`config.mk`:
```
export PLATFORM = sky130hd
export DESIGN_NAME = knn_dist_calc
export DESIGN_NICKNAME = d
export VERILOG_FILES = /design/src/rtl/knn_dist_calc.sv
export SDC_FILE = /design/constraint.sdc
export NUM_CORES = 1
export LEC_CHECK = 0
export ABC_AREA = 1
export CAP_MARGIN = 10
export CORE_UTILIZATION = 55
export DETAILED_ROUTE_END_ITERATION = 12
export DONT_BUFFER_PORTS = 1
export HOLD_SLACK_MARGIN = 0.15
export PLACE_DENSITY = 0.7
export SLEW_MARGIN = 20
export SYNTH_ARGS = -nofsm -noshare
export SYNTH_HDL_FRONTEND = slang
export SYNTH_SLANG_ARGS = --single-unit
export TNS_END_PERCENT = 20
```
`constraint.sdc`:
```
create_clock -name clk -period 8 [get_ports clk]
set_clock_uncertainty 0.15 [all_clocks]
set_input_delay 2 -clock clk [delete_from_list [all_inputs] [get_ports clk]]
set_output_delay 2 -clock clk [all_outputs]
set_load 0.03 [all_outputs]
```
`src/rtl/knn_dist_calc.sv`:
```
// -----------------------------------------------------------------------------
// knn_dist_calc
//
// Distance stage feeding the k-nearest-neighbour list. A query begins with
// `start`, which latches the test point. NBR_POINTS dataset points then arrive
// over a valid/ready handshake. Each accepted point is tagged with its
// acceptance index. Its squared Euclidean distance to the test point leaves
// the block as a valid/id/distance triple, three clock edges after acceptance.
//
// Parameters
//   DATA_W      width of dist_entry
//   COORD_W     width of each unsigned coordinate
//   NBR_POINTS  dataset points per query (1..256)
//
// Ports
//   clk, rst          clock, synchronous active-high reset
//   start             begin a query and latch test_x/test_y (IDLE only)
//   test_x, test_y    test point coordinates
//   in_valid          dataset point present
//   in_ready          point accepted when in_valid && in_ready
//   in_x, in_y        dataset point coordinates
//   out_valid         one-cycle pulse per result
//   datap_id          acceptance index of the result
//   dist_entry        squared distance (holds when out_valid is low)
//   busy              query in progress (RUN or DRAIN)
//   done              pulses together with the last result of a query
//
// Build option
//   KNN_DIST_SAT_EN   when defined, a sum that does not fit in DATA_W bits
//                     saturates to all ones. That value is the list's
//                     "infinity", so the list never inserts such a point.
//                     When undefined, the low DATA_W bits are kept (wrap).
// -----------------------------------------------------------------------------
module knn_dist_calc #(
    parameter int DATA_W     = 32,
    parameter int COORD_W    = 16,
    parameter int NBR_POINTS = 100
) (
    input  logic               clk,
    input  logic               rst,
    input  logic               start,
    input  logic [COORD_W-1:0] test_x,
    input  logic [COORD_W-1:0] test_y,
    input  logic               in_valid,
    output logic               in_ready,
    input  logic [COORD_W-1:0] in_x,
    input  logic [COORD_W-1:0] in_y,
    output logic               out_valid,
    output logic [7:0]         datap_id,
    output logic [DATA_W-1:0]  dist_entry,
    output logic               busy,
    output logic               done
);

    localparam int SQ_W  = 2 * COORD_W;
    localparam int SUM_W = 2 * COORD_W + 1;
    localparam int EXT_W = SUM_W + DATA_W;
    localparam logic [7:0] LAST_ID = 8'(NBR_POINTS - 1);

    typedef enum logic [1:0] {
        ST_IDLE  = 2'd0,
        ST_RUN   = 2'd1,
        ST_DRAIN = 2'd2
    } state_t;

    // |a - b| for unsigned inputs. The difference is formed one bit wider,
    // so its sign is exact. The magnitude always fits back into COORD_W bits.
    function automatic logic [COORD_W-1:0] abs_diff(
        input logic [COORD_W-1:0] a,
        input logic [COORD_W-1:0] b
    );
        logic [COORD_W:0] diff;
        logic [COORD_W:0] mag;
        diff = {1'b0, a} - {1'b0, b};
        if (diff[COORD_W]) begin
            mag = (~diff) + {{COORD_W{1'b0}}, 1'b1};
        end else begin
            mag = diff;
        end
        return mag[COORD_W-1:0];
    endfunction

    // Control state
    state_t             state_r;
    logic               in_ready_r;
    logic               busy_r;
    logic [7:0]         id_cnt_r;
    logic [COORD_W-1:0] test_x_r;
    logic [COORD_W-1:0] test_y_r;

    // Stage 1: absolute coordinate differences
    logic               s1_valid_r;
    logic [7:0]         s1_id_r;
    logic [COORD_W-1:0] s1_dx_r;
    logic [COORD_W-1:0] s1_dy_r;

    // Stage 2: squared differences
    logic               s2_valid_r;
    logic [7:0]         s2_id_r;
    logic [SQ_W-1:0]    s2_dx_sq_r;
    logic [SQ_W-1:0]    s2_dy_sq_r;

    // Output registers
    logic               out_valid_r;
    logic [7:0]         datap_id_r;
    logic [DATA_W-1:0]  dist_entry_r;
    logic               done_r;

    // Combinational helpers
    logic               accept_s;
    logic [COORD_W-1:0] dx_s;
    logic [COORD_W-1:0] dy_s;
    logic [SQ_W-1:0]    dx_sq_s;
    logic [SQ_W-1:0]    dy_sq_s;
    logic [SUM_W-1:0]   sum_s;
    logic [EXT_W-1:0]   sum_ext_s;
    logic [DATA_W-1:0]  dist_next_s;
    logic               last_out_s;

    assign accept_s = in_valid && in_ready_r;

    // Stage 1 arithmetic: absolute distance per axis
    always_comb begin
        dx_s = abs_diff(in_x, test_x_r);
        dy_s = abs_diff(in_y, test_y_r);
    end

    // Stage 2 arithmetic: square each axis at full width
    always_comb begin
        dx_sq_s = SQ_W'(s1_dx_r) * SQ_W'(s1_dx_r);
        dy_sq_s = SQ_W'(s1_dy_r) * SQ_W'(s1_dy_r);
    end

    // Output arithmetic: sum the squares, then reduce to DATA_W bits.
    // The sum is zero-extended by DATA_W bits, so the bits above DATA_W
    // form a valid slice for any pair of DATA_W and COORD_W.
    always_comb begin
        sum_s     = {1'b0, s2_dx_sq_r} + {1'b0, s2_dy_sq_r};
        sum_ext_s = {{DATA_W{1'b0}}, sum_s};
`ifdef KNN_DIST_SAT_EN
        if (sum_ext_s[EXT_W-1:DATA_W] != {SUM_W{1'b0}}) begin
            dist_next_s = {DATA_W{1'b1}};
        end else begin
            dist_next_s = sum_ext_s[DATA_W-1:0];
        end
`else
        dist_next_s = sum_ext_s[DATA_W-1:0];
`endif
        last_out_s = s2_valid_r && (s2_id_r == LAST_ID) && (state_r == ST_DRAIN);
    end

`ifndef KNN_DIST_SAT_EN
    // In wrap mode the bits above DATA_W are dropped on purpose.
    logic unused_sum_hi_s;
    assign unused_sum_hi_s = ^sum_ext_s[EXT_W-1:DATA_W];
`endif

    // Query FSM: start latching, id counting, in_ready and busy
    always_ff @(posedge clk) begin
        if (rst) begin
            state_r    <= ST_IDLE;
            in_ready_r <= 1'b0;
            busy_r     <= 1'b0;
            id_cnt_r   <= 8'd0;
            test_x_r   <= {COORD_W{1'b0}};
            test_y_r   <= {COORD_W{1'b0}};
        end else begin
            case (state_r)
                ST_IDLE: begin
                    if (start) begin
                        test_x_r   <= test_x;
                        test_y_r   <= test_y;
                        id_cnt_r   <= 8'd0;
                        in_ready_r <= 1'b1;
                        busy_r     <= 1'b1;
                        state_r    <= ST_RUN;
                    end
                end
                ST_RUN: begin
                    if (accept_s) begin
                        id_cnt_r <= id_cnt_r + 8'd1;
                        if (id_cnt_r == LAST_ID) begin
                            in_ready_r <= 1'b0;
                            state_r    <= ST_DRAIN;
                        end
                    end
                end
                ST_DRAIN: begin
                    // done_r is high during the cycle that carries the last
                    // result. Leave at the end of that cycle, so busy stays
                    // high alongside done and drops one cycle later.
                    if (done_r) begin
                        busy_r  <= 1'b0;
                        state_r <= ST_IDLE;
                    end
                end
                default: begin
                    in_ready_r <= 1'b0;
                    busy_r     <= 1'b0;
                    state_r    <= ST_IDLE;
                end
            endcase
        end
    end

    // Pipeline stage 1 registers: tag the accepted point and register |dx|, |dy|
    always_ff @(posedge clk) begin
        if (rst) begin
            s1_valid_r <= 1'b0;
            s1_id_r    <= 8'd0;
            s1_dx_r    <= {COORD_W{1'b0}};
            s1_dy_r    <= {COORD_W{1'b0}};
        end else begin
            s1_valid_r <= accept_s;
            if (accept_s) begin
                s1_id_r <= id_cnt_r;
                s1_dx_r <= dx_s;
                s1_dy_r <= dy_s;
            end
        end
    end

    // Pipeline stage 2 registers: squared axis distances
    always_ff @(posedge clk) begin
        if (rst) begin
            s2_valid_r <= 1'b0;
            s2_id_r    <= 8'd0;
            s2_dx_sq_r <= {SQ_W{1'b0}};
            s2_dy_sq_r <= {SQ_W{1'b0}};
        end else begin
            s2_valid_r <= s1_valid_r;
            if (s1_valid_r) begin
                s2_id_r    <= s1_id_r;
                s2_dx_sq_r <= dx_sq_s;
                s2_dy_sq_r <= dy_sq_s;
            end
        end
    end

    // Output registers: the id and distance hold their values across bubbles
    always_ff @(posedge clk) begin
        if (rst) begin
            out_valid_r  <= 1'b0;
            done_r       <= 1'b0;
            datap_id_r   <= 8'd0;
            dist_entry_r <= {DATA_W{1'b0}};
        end else begin
            out_valid_r <= s2_valid_r;
            done_r      <= last_out_s;
            if (s2_valid_r) begin
                datap_id_r   <= s2_id_r;
                dist_entry_r <= dist_next_s;
            end
        end
    end

    assign in_ready   = in_ready_r;
    assign busy       = busy_r;
    assign out_valid  = out_valid_r;
    assign done       = done_r;
    assign datap_id   = datap_id_r;
    assign dist_entry = dist_entry_r;

endmodule

```
==> flow_metrics.env, run 1 <==
export IMPL_outcome="complete, no violations"
export IMPL_synthTopCellsByArea="fa_1 24%, dfxtp_1 15%, inv_1 13%"
export IMPL_min_from="test_y_r[15]"
export IMPL_netlist_instances=3759
export IMPL_starting_density_pct=55.9
export IMPL_portBuffers=0
export IMPL_final_max_slew_viol_count=0
export IMPL_number_of_cells_on_the_worst_hold_path=2
export IMPL_area_growth_pct=3.27
export IMPL_setup_violations=0
export IMPL_p_int_mw=1.81
export IMPL_clockRootBuffer="clkbuf_16"
export IMPL_clock_buffers_created_by_tritoncts=17
export IMPL_maxCapViolations=0
export IMPL_avgSynthCellArea_um2=7.12
export IMPL_critical_path_arrival_ns=6.61
export IMPL_leakagePower_nw=16.0
export IMPL_synth_seq_cells=198
export IMPL_dr_first_iter_drc_count=1519
export IMPL_detail_route_wirelength_um=64300
export IMPL_grt_start_max_net_pins=98
export IMPL_clock_latency_ns=0.49
export IMPL_cts_tree="built"
export IMPL_drive_gt1_share_pct=2.48
export IMPL_post_syn_area_mm2=0.0268
export IMPL_p_sw_share_pct=39.0
export IMPL_rsz0062_at_grt="false"
export IMPL_setup_tns_final_ns=0
export IMPL_clock_path_buffers=2
export IMPL_comb_power_share_pct=30.4
export IMPL_first_pass_iters=6
export IMPL_fin_util_pct=57.7
export IMPL_core_area_mm2=0.0478
export IMPL_peakVddDrop_mv=0.163
export IMPL_async_reset_ff_share_pct=0
export IMPL_timing_rr_end="s2_dx_sq_r[22]"
export IMPL_timing_worst_slew_pin_value_ns=0.962
export IMPL_crit_path_max_incr_delay_ns=0.87
export IMPL_count_of_instances_resized_after_the_clock_tree_is_built=0
export IMPL_synth_top_cell_by_area="fa_1"
export IMPL_fin_crit_sh_pct=79.1
export IMPL_drt_vias_per_instance=5.18
export IMPL_std_cell_rows=80
export IMPL_cts_hold_buffers=0
export IMPL_synth_top_cells_by_count="904 x inv_1, 741 x nand2_1, 344 x nor2_1, 326 x fa_1, 263 x ha_1"
export IMPL_timing_critical_path_buf_inv=5
export IMPL_ys_seq_area_share_pct=14.8
export IMPL_endpoint_kind="register"
export IMPL_floorplan_die_height_um=223
export IMPL_route_vias_total=22200
export IMPL_r2r_worst_path_cells=20
export IMPL_grt_pass1_wl_um=109000
export IMPL_die_area_mm2=0.0495
export IMPL_post_route_drc_count=0
export IMPL_seq_power_share_pct=38.9
export IMPL_filler_cell_count=4612
export IMPL_worst_hold_path_endpoint="test_y_r[15]"
export IMPL_synth_enable_flop_cells=0
export IMPL_synthDistinctLibCells=51
export IMPL_h_tree_depth=4
export IMPL_crit_path_top_delay_cell="dfxtp_1"
export IMPL_yosys_warnings=0
export IMPL_total_power_mw=2.97
export IMPL_final_antenna_net_count=0
export IMPL_io_pin_count=112
export IMPL_share_clk_of_total_power_pct=30.7
export IMPL_wl_per_cell_um=15.0
export IMPL_max_clock_freq_mhz=158
export IMPL_overflow=0
export IMPL_crit_required_ns=8.28
export IMPL_number_of_nets_in_the_layout=4318
export IMPL_postSynthNetCount=4416
export IMPL_gp_routability_congestion=0.960
export IMPL_fp_dieW_um=223
export IMPL_num_antenna_cells=0
export IMPL_worst_r2r_startpoint="s1_dx_r[12]"
export IMPL_fraction_of_post_synthesis_cell_area_in_the_top_cell_type_by_area_pct=24.4
export IMPL_powerDensity_mw_per_mm2=107
export IMPL_timing_hold_worst_class="register to register"
export IMPL_timing_critical_path_max_delay_family="adder cells"
export IMPL_cts_setup_buffers=0
export IMPL_crit_top_cell="fa_1"
export IMPL_p_switching_mw=1.16
export IMPL_hpwlAfterDp_um=52500
export IMPL_reg2reg_setup_slack_ns=1.67
export IMPL_final_min_clock_period_ns=6.33
export IMPL_crit_path_start_kind="register"
export IMPL_timing_slew_headroom_pct=35.9
export IMPL_grt_antenna_before_repair=1
export IMPL_synth_ff_type="dfxtp_1"
export IMPL_path_clk_slew_ns=0.08
export IMPL_grt_pass1_vias=22200
export IMPL_hold_viol=0
export IMPL_global_route_usage_total_pct=27.4
export IMPL_numClockSinks=198
export IMPL_worstSetupPathType="register to register"
export IMPL_crit_path_max_fanout=17
export IMPL_critical_path_cell_chain="nand2_1 > fa_1 > fa_1 > inv_1 > fa_1 > fa_1 > fa_1 > inv_1 > fa_1 > inv_1 > ha_1 > nand2_1 > nor2_1 > inv_1 > nor3_1 > nand4_1 > a31o_2 > nand3_1 > o211ai_1 > inv_1"
export IMPL_yosys_cell_count_top_type="inv_1"
[cell usage in the layout, fill, tap and decap left out, types with 5 or more instances in the layout]
master / netlist / final
o21bai_1: 12 / 12
a21oi_1: 204 / 204
a31oi_1: 18 / 18
ha_1: 263 / 263
xor2_1: 50 / 50
o21ai_1: 9 / 9
nand3_1: 139 / 139
xnor2_1: 23 / 23
o21ai_0: 214 / 214
nor2_2: 9 / 9
nand4_1: 40 / 40
buf_4: 3 / 7
nor3_1: 25 / 25
fa_1: 326 / 326
o211ai_1: 18 / 18
nand2_2: 14 / 15
a31o_2: 5 / 5
dfxtp_1: 198 / 196
inv_1: 904 / 904
a21o_1: 19 / 19
nor4_1: 6 / 6
nor2_1: 344 / 344
inv_8: 0 / 5
nand3b_1: 5 / 5
nand2_1: 741 / 740
clkbuf_16: 0 / 17
[worst min-delay path: cells and delay by family, from the launching register on]
| family | cells | cell delay, ns |
|---|---|---|
| buffers and inverters | 1 | 0.06 |
| AO/OA/AOI/OAI | 1 | 0.05 |
| flip-flops | 1 | 0.30 |
[flip-flops by register name (all words and copies together) (netlist names), 16 cells and up]
signal,cells
s2_dx_sq_r,31
test_x_r,16
s2_dy_sq_r,31
test_y_r,16
dist_entry,32
s1_dx_r,16
s1_dy_r,16
[layer usage]
metal | wire length (um) | GRT usage [%] | vias up
met1 | 30000 | 37.1 | 10400
met5 | 0 | 0 | -
met2 | 28900 | 44.3 | 525
met3 | 3740 | 4.89 | 81
met4 | 1640 | 8.99 | 0
li1 | - | - | 11200
[area by class of cell]
class | count | area [um^2] | area share (%)
flip-flops and latches | 198 | 3970 | 14.4
clock buffers | 17 | 425 | 1.54
repair buffers | 7 | 52.6 | 0.190
inverters | 912 | 3430 | 12.4
clock inverters | 15 | 179 | 0.648
well taps | 615 | 769 | 2.79
multi-input cells | 2525 | 18800 | 68.1
[power groups by stage]
stage,Sequential [mW],Clock [mW],Combinational (mW)
after floorplan,1.10,0,0.760
after global placement,1.17,0,0.883
after detailed placement,1.18,0,0.897
after CTS,1.15,0.930,0.903
after global routing,1.16,0.962,1.04
final,1.15,0.910,0.901
[how the worst max path moves through the flow]
| stage | end | cells after the start | from |
|---|---|---|---|
| final | s2_dx_sq_r[22] | 20 | s1_dx_r[12] |
| after global routing | s2_dx_sq_r[22] | 22 | s1_dx_r[6] |
| after CTS | s2_dx_sq_r[22] | 22 | s1_dx_r[6] |
| after detailed placement | s2_dx_sq_r[22] | 22 | s1_dx_r[6] |
| after global placement | s2_dx_sq_r[22] | 20 | s1_dx_r[13] |
| after floorplan | s2_dy_sq_r[29] | 24 | s1_dy_r[13] |
[per-stage QoR]
stage               hold slack, ns  cells  setup slack (ns)  cell area [um^2]
floorplan                    0.283   3759              2.25             26800
global placement             0.294   4257              1.78             27000
detailed placement           0.302   4257              1.76             27000
CTS                          0.315   4289              1.72             27600
global route                 0.339   4289              1.31             27600
finish                       0.309   4289              1.67             27600
[logic make-up (layout without fill, tap and decap cells)]
kind of cell | after synthesis | after routing | share of synthesized area (%)
xor gates and xnor gates | 73 | 73 | 2.39
DFF | 198 | 198 | 14.8
adders and majority gates | 589 | 589 | 36.7
buffers and inverters | 1036 | 951 | 14.9
and+or+nand+nor | 1346 | 1346 | 20.7
AOI/OAI and AO/OA | 517 | 517 | 10.5
No activity file was read; power rests on OpenSTA's default activity.
==> run 2, diff against run 1 <==
--- a/config.mk
+++ b/config.mk
@@ -5,13 +5,13 @@
 export SDC_FILE = /design/constraint.sdc
 export NUM_CORES = 1
 export LEC_CHECK = 0
-export ABC_AREA = 1
+export ABC_AREA = 0
 export CAP_MARGIN = 10
 export CORE_UTILIZATION = 55
 export DETAILED_ROUTE_END_ITERATION = 12
 export DONT_BUFFER_PORTS = 1
 export HOLD_SLACK_MARGIN = 0.15
-export PLACE_DENSITY = 0.7
+export PLACE_DENSITY = 0.73
 export SLEW_MARGIN = 20
 export SYNTH_ARGS = -nofsm -noshare
 export SYNTH_HDL_FRONTEND = slang
==> constraint.sdc (replaced) <==
create_clock -name clk -period 5.81 [get_ports clk]
set_clock_uncertainty 0.15 [all_clocks]
set_input_delay 1.4525 -clock clk [delete_from_list [all_inputs] [get_ports clk]]
set_output_delay 1.4525 -clock clk [all_outputs]
set_load 0.03 [all_outputs]
==> flow_metrics.env, run 2 <==
export IMPL_outcome="finished, violations left"
export IMPL_violations="negative setup slack"
export IMPL_synthDistinctLibCells=79
export IMPL_groute_layer_met2_usage_pct=47.3
export IMPL_max_clock_freq_mhz=162
export IMPL_timing_critical_path_max_delay_family="adder cells"
export IMPL_synthTopCellsByArea="fa_1 26%, dfxtp_1 16%, ha_1 13%"
export IMPL_global_route_usage_total_pct=27.3
export IMPL_wl_per_cell_um=16.4
export IMPL_io_pin_count=112
export IMPL_final_max_slew_viol_count=0
export IMPL_die_area_mm2=0.0457
export IMPL_dr_first_iter_drc_count=1100
export IMPL_number_of_nets_in_the_layout=3731
export IMPL_timing_slew_headroom_pct=35.2
export IMPL_layout_cells_non_filler=3681
export IMPL_endpoint_kind="register"
export IMPL_starting_density_pct=55.8
export IMPL_leakagePower_nw=14.3
export IMPL_h_tree_depth=4
export IMPL_route_vias_total=20200
export IMPL_path_clk_slew_ns=0.09
export IMPL_fin_crit_sh_pct=106
export IMPL_hpwlAfterDp_um=49000
export IMPL_yosys_cell_count_top_type="inv_1"
export IMPL_crit_required_ns=6.01
export IMPL_critical_path_cell_chain="and2_4 > inv_2 > fa_1 > inv_2 > fa_1 > inv_1 > fa_1 > inv_1 > fa_1 > fa_1 > inv_1 > fa_1 > inv_2 > ha_4 > inv_2 > or4_4 > or3_4 > a41oi_4 > or3_4 > a21oi_4 > o21bai_1 > nor2_1 > or3_1"
export IMPL_seqCellArea_mm2=0.00404
export IMPL_worstSetupPathType="register to register"
export IMPL_fp_dieW_um=214
export IMPL_grt_pass1_vias=20700
export IMPL_clock_latency_ns=0.48
export IMPL_maxCapViolations=0
export IMPL_timing_hold_worst_class="register to register"
export IMPL_std_cell_rows=77
export IMPL_clockRootBuffer="clkbuf_16"
export IMPL_layout_common_cells="538 x inv_1, 313 x fa_1, 282 x nand2_1, 249 x buf_4, 246 x ha_1"
export IMPL_final_antenna_net_count=0
export IMPL_async_reset_ff_share_pct=0
export IMPL_critical_path_arrival_ns=6.36
export IMPL_floorplan_die_height_um=214
export IMPL_post_syn_area_mm2=0.0247
export IMPL_multiInputGateArea_mm2=0.0187
export IMPL_avgSynthCellArea_um2=8.54
export IMPL_crit_top_cell="fa_1"
export IMPL_clock_buffers_created_by_tritoncts=17
export IMPL_crit_path_start_kind="register"
export IMPL_detail_route_wirelength_um=60400
export IMPL_crit_path_max_fanout=7
export IMPL_peakVddDrop_mv=0.228
export IMPL_clock_path_buffers=2
export IMPL_grt_start_max_net_pins=169
export IMPL_core_area_mm2=0.0442
export IMPL_grt_busiest_layer="met2"
export IMPL_drt_vias_per_instance=5.48
export IMPL_post_route_drc_count=0
export IMPL_synth_seq_cells=198
export IMPL_fraction_of_post_synthesis_cell_area_in_the_top_cell_type_by_area_pct=26.5
export IMPL_powerDensity_mw_per_mm2=145
export IMPL_gp_routability_congestion=0.933
export IMPL_overflow=0
export IMPL_crit_path_top_delay_cell="or4_4"
export IMPL_rsz0062_at_grt="true"
export IMPL_timing_worst_slew_pin_value_ns=0.966
export IMPL_final_min_clock_period_ns=6.16
export IMPL_timing_critical_path_buf_inv=7
export IMPL_synth_top_cells_by_count="559 x inv_1, 326 x fa_1, 302 x nand2_1, 263 x ha_1, 200 x nor2_1"
export IMPL_cts_tree="built"
export IMPL_ys_seq_area_share_pct=16.1
export IMPL_setup_ws_post_layout_ns=-0.350
export IMPL_met3_usage_pct=5.04
export IMPL_filler_cell_count=3609
export IMPL_netlist_instances=2888
export IMPL_postSynthNetCount=3545
export IMPL_finalHoldWorstSlack_ns=0.306
export IMPL_grt_pass1_wl_um=99200
export IMPL_synth_enable_flop_cells=0
export IMPL_drive_gt1_share_pct=15.6
export IMPL_area_growth_pct=15.4
export IMPL_gr_usage_met1_pct=34.6
export IMPL_yosys_warnings=0
export IMPL_first_pass_iters=6
export IMPL_crit_path_max_incr_delay_ns=0.53
export IMPL_grt_antenna_before_repair=1
export IMPL_numClockSinks=198
export IMPL_synth_top_cell_by_area="fa_1"
export IMPL_setup_violations=24
export IMPL_place_inst=3617
export IMPL_hold_viol=0
export IMPL_synth_ff_type="dfxtp_1"
export IMPL_commonest_non_fill_non_tap_cell_in_the_layout="inv_1"
export IMPL_largest_reg_flops=32
export IMPL_portBuffers=0
==> run 2: changes by cell type after synthesis, sizes merged, moves of 68 or more <==
cell   delta
nand3   -102
inv     -349
o21ai   -146
and2     +82
mux2i    +68
nand2   -454
nor2    -154
==> run 2: cell type report <==
| type | instances | share of cell area [%] |
|---|---|---|
| diodes | 2 | 0.0176 |
| clock buffers | 17 | 1.49 |
| clock inverters | 15 | 0.827 |
| inverters | 562 | 7.41 |
| multi-input cells | 2024 | 65.9 |
| flip-flops and latches | 198 | 14.2 |
| well taps | 592 | 2.60 |
| repair buffers | 271 | 7.59 |
==> run 2: through the flow <==
stage | setup WS (ns) | cell area (um^2) | power, mW | setup TNS (ns) | util [%]
floorplan | -0.277 | 25000 | 2.35 | -2.01 | -
global placement | -0.343 | 27000 | 2.68 | -5.10 | 61.0
detailed placement | -0.523 | 27000 | 2.72 | -8.02 | 61.0
CTS | -0.376 | 27900 | 4.08 | -4.21 | 63.2
global route | -0.538 | 28500 | 4.35 | -9.61 | 64.3
finish | -0.350 | 28500 | 4.12 | -4.12 | 64.3
==> run 2: final timing paths <==
path | start | to | slack [ns] | cells after the start
setup / recovery | s1_dx_r[9] | s2_dx_sq_r[24] | -0.35 | 23
hold reg to reg | test_x_r[15] | test_x_r[15] | 0.31 | 2
setup reg to reg | s1_dx_r[9] | s2_dx_sq_r[24] | -0.35 | 23
hold / removal | test_x_r[15] | test_x_r[15] | 0.31 | 2
==> run 2: cells by family (layout without fill, tap and decap cells) <==
kind of cell,count (synthesis),in the layout,synth area share (%)
xor gates and xnor gates,122,122,4.33
other,0,2,0
AOI/OAI and AO/OA,456,456,12.0
muxes,70,70,2.85
and+or+nand+nor,787,787,14.8
DFF,198,198,16.1
adders and majority gates,589,589,39.8
buffers and inverters,666,865,10.2
==> run 2: worst min-delay path, stage by stage, from the launching register on <==
cell     delay, ns
dfxtp_1       0.32
nand2_1       0.05
a21oi_1       0.05
==> run 2: report_power, final <==
| group | leakage, nW | total (mW) | switching, mW | internal [mW] |
|---|---|---|---|---|
| Combinational | 12.3 | 1.33 | 0.759 | 0.568 |
| Clock | 0.321 | 1.34 | 0.716 | 0.625 |
| Sequential | 1.62 | 1.45 | 0.0561 | 1.40 |
==> run 2: what timing repair did <==
item                       in CTS  in global routing
setup endpoints to repair      27                 38
setup buffers                  14                 16
hold buffers                    0                  0
pin swaps                      23                 85
gates resized for setup        68                110
==> run 2: per-layer routing <==
layer,wire length [um],share of wire [%]
met4,1570,2.6
met1,25800,43
met5,0,0
met2,29600,49
met3,3510,5.8
